==> src/rtl/motor_driver.sv <==
// Two-wheel motor driver: forward PWM drive plus a fixed brake-then-left-turn sequence.
// Outputs are registered from the next-state decode, so they follow the state with no input path.
module motor_driver #(
   parameter int unsigned PWM_PERIOD   = 16,
   parameter int unsigned DUTY         = 12,
   parameter int unsigned BRAKE_CYCLES = 4,
   parameter int unsigned TURN_CYCLES  = 64
) (
   input  logic clk,
   input  logic rst_n,
   input  logic front,
   input  logic turn,
   output logic left_fwd,
   output logic left_rev,
   output logic right_fwd,
   output logic right_rev,
   output logic busy,
   output logic step_done
);

   typedef enum logic [1:0] {
      IDLE  = 2'd0,
      FWD   = 2'd1,
      BRAKE = 2'd2,
      TURN  = 2'd3
   } state_t;

   localparam logic [15:0] PERIOD_M1 = 16'(PWM_PERIOD - 1);
   localparam logic [15:0] BRAKE_M1  = 16'(BRAKE_CYCLES - 1);
   localparam logic [15:0] TURN_M1   = 16'(TURN_CYCLES - 1);
   localparam logic [15:0] DUTY_C    = 16'(DUTY);

   state_t      state_r, state_s;
   logic [15:0] dwell_r, dwell_s;
   logic [15:0] pwm_r, pwm_s;
   logic [3:0]  motor_r, motor_s;   // {left_fwd, left_rev, right_fwd, right_rev}
   logic        busy_r, busy_s;
   logic        step_done_r, step_done_s;

   // State, counters and output registers
   always_ff @(posedge clk or negedge rst_n) begin
      if (!rst_n) begin
         state_r     <= IDLE;
         dwell_r     <= 16'd0;
         pwm_r       <= 16'd0;
         motor_r     <= 4'b0000;
         busy_r      <= 1'b0;
         step_done_r <= 1'b0;
      end else begin
         state_r     <= state_s;
         dwell_r     <= dwell_s;
         pwm_r       <= pwm_s;
         motor_r     <= motor_s;
         busy_r      <= busy_s;
         step_done_r <= step_done_s;
      end
   end

   // Next-state and next-counter logic; turn outranks front
   always_comb begin
      state_s = state_r;
      case (state_r)
         IDLE: begin
            if (turn)       state_s = BRAKE;
            else if (front) state_s = FWD;
            else            state_s = IDLE;
         end
         FWD: begin
            if (turn)        state_s = BRAKE;
            else if (!front) state_s = IDLE;
            else             state_s = FWD;
         end
         BRAKE: begin
            if (dwell_r == BRAKE_M1) state_s = TURN;
            else                     state_s = BRAKE;
         end
         TURN: begin
            if (dwell_r == TURN_M1) state_s = IDLE;
            else                    state_s = TURN;
         end
         default: state_s = IDLE;
      endcase

      // Dwell restarts on every entry into BRAKE or TURN
      if (((state_s == BRAKE) || (state_s == TURN)) && (state_s == state_r)) begin
         dwell_s = dwell_r + 16'd1;
      end else begin
         dwell_s = 16'd0;
      end

      if ((state_s == FWD) && (state_r == FWD)) begin
         if (pwm_r == PERIOD_M1) pwm_s = 16'd0;
         else                    pwm_s = pwm_r + 16'd1;
      end else begin
         pwm_s = 16'd0;
      end
   end

   // Output decode from the upcoming state and counters
   always_comb begin
      motor_s = 4'b0000;
      case (state_s)
         FWD: begin
            if (pwm_s < DUTY_C) motor_s = 4'b1010;
            else                motor_s = 4'b0000;
         end
         TURN:    motor_s = 4'b0110;
         default: motor_s = 4'b0000;
      endcase
      busy_s      = (state_s == BRAKE) || (state_s == TURN);
      step_done_s = (state_r == TURN) && (state_s == IDLE);
   end

   assign left_fwd  = motor_r[3];
   assign left_rev  = motor_r[2];
   assign right_fwd = motor_r[1];
   assign right_rev = motor_r[0];
   assign busy      = busy_r;
   assign step_done = step_done_r;

endmodule

==> config.mk <==
export PLATFORM = sky130hd
export DESIGN_NAME = motor_driver
export DESIGN_NICKNAME = d
export VERILOG_FILES = /design/src/rtl/motor_driver.sv
export SDC_FILE = /design/constraint.sdc
export NUM_CORES = 1
export LEC_CHECK = 0
export ABC_CLOCK_PERIOD_IN_PS = 2000
export CORE_MARGIN = 2
export CORE_UTILIZATION = 59
export DETAILED_ROUTE_END_ITERATION = 6
export PLACE_DENSITY = 0.82
export RECOVER_POWER = 25
export SLEW_MARGIN = 20
export SYNTH_ARGS = -nofsm -noshare
export SYNTH_HDL_FRONTEND = slang
export SYNTH_SLANG_ARGS = --single-unit
export TNS_END_PERCENT = 1
==> constraint.sdc <==
create_clock -name clk -period 2 [get_ports clk]
set_clock_uncertainty 0.05 [all_clocks]
set_input_delay 0.3 -clock clk [delete_from_list [all_inputs] [get_ports clk]]
set_output_delay 0.3 -clock clk [all_outputs]
set_load 0.02 [all_outputs]
==> results.sh <==
export IMPL_fin_nets=245
export IMPL_hold_violations=0
export IMPL_die_w_um=63.0
export IMPL_p_total_mw=1.77
export IMPL_finalSetupViolations=0
export IMPL_finalNonFillerCells=285
export IMPL_post_drt_wl_per_cell_um=14.0
export IMPL_power_leakage_nw=0.998
export IMPL_drc=0
export IMPL_netlist_instances=220
export IMPL_intPower_mw=1.23
export IMPL_hp_class="register to register"
export IMPL_setup_tns_ns=0
export IMPL_syn_area_um2=2050
export IMPL_synth_top_area_share_pct=47.5
export IMPL_grt_pass1_wl_um=6900
export IMPL_wl_um=3980
export IMPL_slew_viol_final=0
export IMPL_via_count=1594
export IMPL_synth_ff_type="dfrtp_1"
export IMPL_avgViaCountPerCell=5.59
export IMPL_p_sw_uw=547
export IMPL_clkTransAtPathRegs_ns=0.11
export IMPL_drt_iter0_drc=141
export IMPL_antenna_found_initial=0
export IMPL_post_cts_setup_buffer_count=0
export IMPL_synth_area_leader_cell="dfrtp_1"
export IMPL_cts_tree="done"
export IMPL_swShare_pct=30.9
export IMPL_synth_edff_count=0
export IMPL_max_freq_ghz=0.536
export IMPL_crit_end="motor_r[1]"
export IMPL_cts_max_path_buffers=2
export IMPL_crit_required_ns=2.20
export IMPL_clock_sinks=39
export IMPL_netlist_top_cells_count="nor2_1, dfrtp_1, xnor2_1"
export IMPL_synth_compound_area_share_pct=5.48
export IMPL_yosysSeqAreaShare_pct=47.5
export IMPL_worst_slew_pin_transition_ns=0.918
export IMPL_ys_ff_latch=39
export IMPL_io_pins=10
export IMPL_synth_area_leaders="dfrtp_1, nor2_1, xnor2_1, xor2_1, nand2_1"
export IMPL_seqPwrFrac_pct=55.7
export IMPL_dieArea_um2=3970
export IMPL_ant_nets=0
export IMPL_start_util_pct=61.6
export IMPL_cts_htree_levels=2
export IMPL_r2r_cells=7
export IMPL_outcome="finished, final reports clean"
export IMPL_synth_mux_area_share_pct=0
export IMPL_slowest_delay_ns=0.41
export IMPL_clock_latency_ns=0.34
export IMPL_overflow=0
export IMPL_dp_cells=277
export IMPL_reg2reg_to="motor_r[1]"
export IMPL_avgSynthCellArea_um2=9.34
export IMPL_synth_simple_gate_area_share_pct=28.3
export IMPL_path_cells="buf_4 -> nand4_2 -> nor2_1 -> and3_1 -> xnor2_1 -> a31oi_2 -> o31ai_2"
export IMPL_regToRegSetupSlack_ns=0.13
export IMPL_irDropWorstVdd_mv=0.540
export IMPL_cp_slowest_cell="dfrtp_1"
export IMPL_arrival_ns=2.07
export IMPL_area_delta_synth_final_pct=13.0
export IMPL_dr_pass1_iters=4
export IMPL_grt_pass1_vias=1467
export IMPL_synth_xor_area_share_pct=12.8
export IMPL_diodes=0
export IMPL_p_comb_share_pct=21.7
export IMPL_cts_root_buf="clkbuf_4"
export IMPL_gr_usage_all_layers_pct=23.0
export IMPL_r2r_start="pwm_r[0]"
export IMPL_numCtsBuffers=5
export IMPL_fin_crit_sh_pct=93.3
export IMPL_async_flop_share_pct=100
export IMPL_endpoint_kind="register"
export IMPL_path_max_fanout=5
export IMPL_synth_top_family_by_area="simple AND/OR/NAND/NOR gates"
export IMPL_crit_type="register to register"
export IMPL_synth_lib_cells_used_distinct=40
export IMPL_numPortBuffers=8
export IMPL_num_rows=21
export IMPL_yosysMostFrequentCell="nor2_1"
export IMPL_worstSetupStartpoint="pwm_r[0]"
export IMPL_dp_final_hpwl_um=2900
export IMPL_cap_violations=0
export IMPL_drive_above_1_share_pct=13.8
export IMPL_relSlewSlack_pct=38.8
export IMPL_synthAdderAreaFrac_pct=1.22
export IMPL_die_h_um=63.0
export IMPL_fin_crit_ns=1.87
export IMPL_p_per_area_nw_per_um2=764
export IMPL_cp_start_kind="register"
export IMPL_synth_nets=226
export IMPL_yosysWarnings=0
export IMPL_grt_max_degree=40
export IMPL_clkPwrFrac_pct=22.6
export IMPL_place_congestion=0.886
export IMPL_coreArea_um2=3340
[metrics by stage]
step | hold slack [ns] | util, % | setup slack, ns | instance area [um^2]
detailed placement | 0.328 | 67.0 | 0.0652 | 2230
floorplan | -0.0456 | - | 0.172 | 2050
CTS | 0.434 | 69.0 | 0.0612 | 2300
global route | 0.467 | 69.6 | -0.0219 | 2320
global placement | 0.323 | 67.0 | 0.150 | 2230
finish | 0.429 | 69.6 | 0.133 | 2320
[logic make-up (layout without fill, tap and decap cells)]
family / after synthesis / count (layout)
other cells: 1 / 1
flops: 39 / 39
fa+ha+maj: 2 / 2
compound gates: 16 / 16
buf+inv: 19 / 38
simple gates: 113 / 113
xor+xnor: 30 / 30
[how the worst min path moves through the flow]
stage	startpoint	cells after the start	endpoint
floorplan	rst_n	0	busy
global placement	rst_n	2	dwell_r[11]
detailed placement	rst_n	2	dwell_r[11]
CTS	dwell_r[0]	1	dwell_r[0]
global route	dwell_r[0]	1	dwell_r[0]
finish	dwell_r[0]	1	dwell_r[0]
[power by group through the flow]
stage / logic (mW) / registers [mW] / clock network (mW)
2_1_floorplan: 0.258 / 0.999 / 0
3_3_place_gp: 0.371 / 1.00 / 0
3_5_place_dp: 0.388 / 1.00 / 0
4_1_cts: 0.391 / 0.988 / 0.418
5_1_grt: 0.442 / 1.01 / 0.461
6_report: 0.385 / 0.988 / 0.401
[critical path, delay by kind of cell (launching register included)]
family,cells,cell delay [ns]
AND/OR/NAND/NOR,3,0.57
flip-flops,1,0.41
buffers and inverters,1,0.15
XOR/XNOR,1,0.18
AO/OA/AOI/OAI,2,0.40
[area by class of cell]
type                       count  area, um^2
sequential                    39         976
clock inverter                 1        5.00
tap                           46        57.6
fill                         260        1010
timing repair buffer          21         185
inverter                      10        37.5
clock buffer                   6        51.3
multi-input combinational    162        1010
[state kept, by name, summed over array words and instances (netlist names)]
| signal | flops |
|---|---|
| busy | 1 |
| dwell_r | 16 |
| motor_r | 3 |
| pwm_r | 16 |
| state_r | 2 |
| step_done | 1 |
[placed cells by master, fill, tap and decap left out, drive strengths merged]
cell type | Yosys | layout
nor2 | 50 | 50
dfrtp | 39 | 39
xnor2 | 17 | 17
nand2 | 15 | 15
xor2 | 13 | 13
buf | 6 | 12
nand3 | 11 | 11
nand4 | 11 | 11
inv | 10 | 10
clkdlybuf4s50 | 0 | 7
nor4 | 7 | 7
clkbuf | 3 | 7
and3 | 6 | 6
nor3 | 5 | 5
o31ai | 4 | 4
a21oi | 3 | 3
o21ai | 3 | 3
nand4b | 2 | 2
or2 | 2 | 2
a31oi | 2 | 2
ha | 2 | 2
nor3b | 1 | 1
and4 | 1 | 1
o22ai | 1 | 1
or4b | 1 | 1
o311ai | 1 | 1
o32ai | 1 | 1
nand2b | 1 | 1
o211ai | 1 | 1
conb | 1 | 1
clkinv | 0 | 1
dlygate4sd3 | 0 | 1
[repair_timing]
action	CTS	global route
hold endpoints to repair	39	0
gates resized for setup	0	4
endpoints found under the setup margin	0	2
hold buffers	1	0
[routing by layer]
metal	track usage, %	share of wire [%]
met1	32.3	48
met2	32.8	45
met3	6.49	5.4
met4	10.8	2.2
met5	0	0
Note: power is estimated with default switching activity, not from simulation.
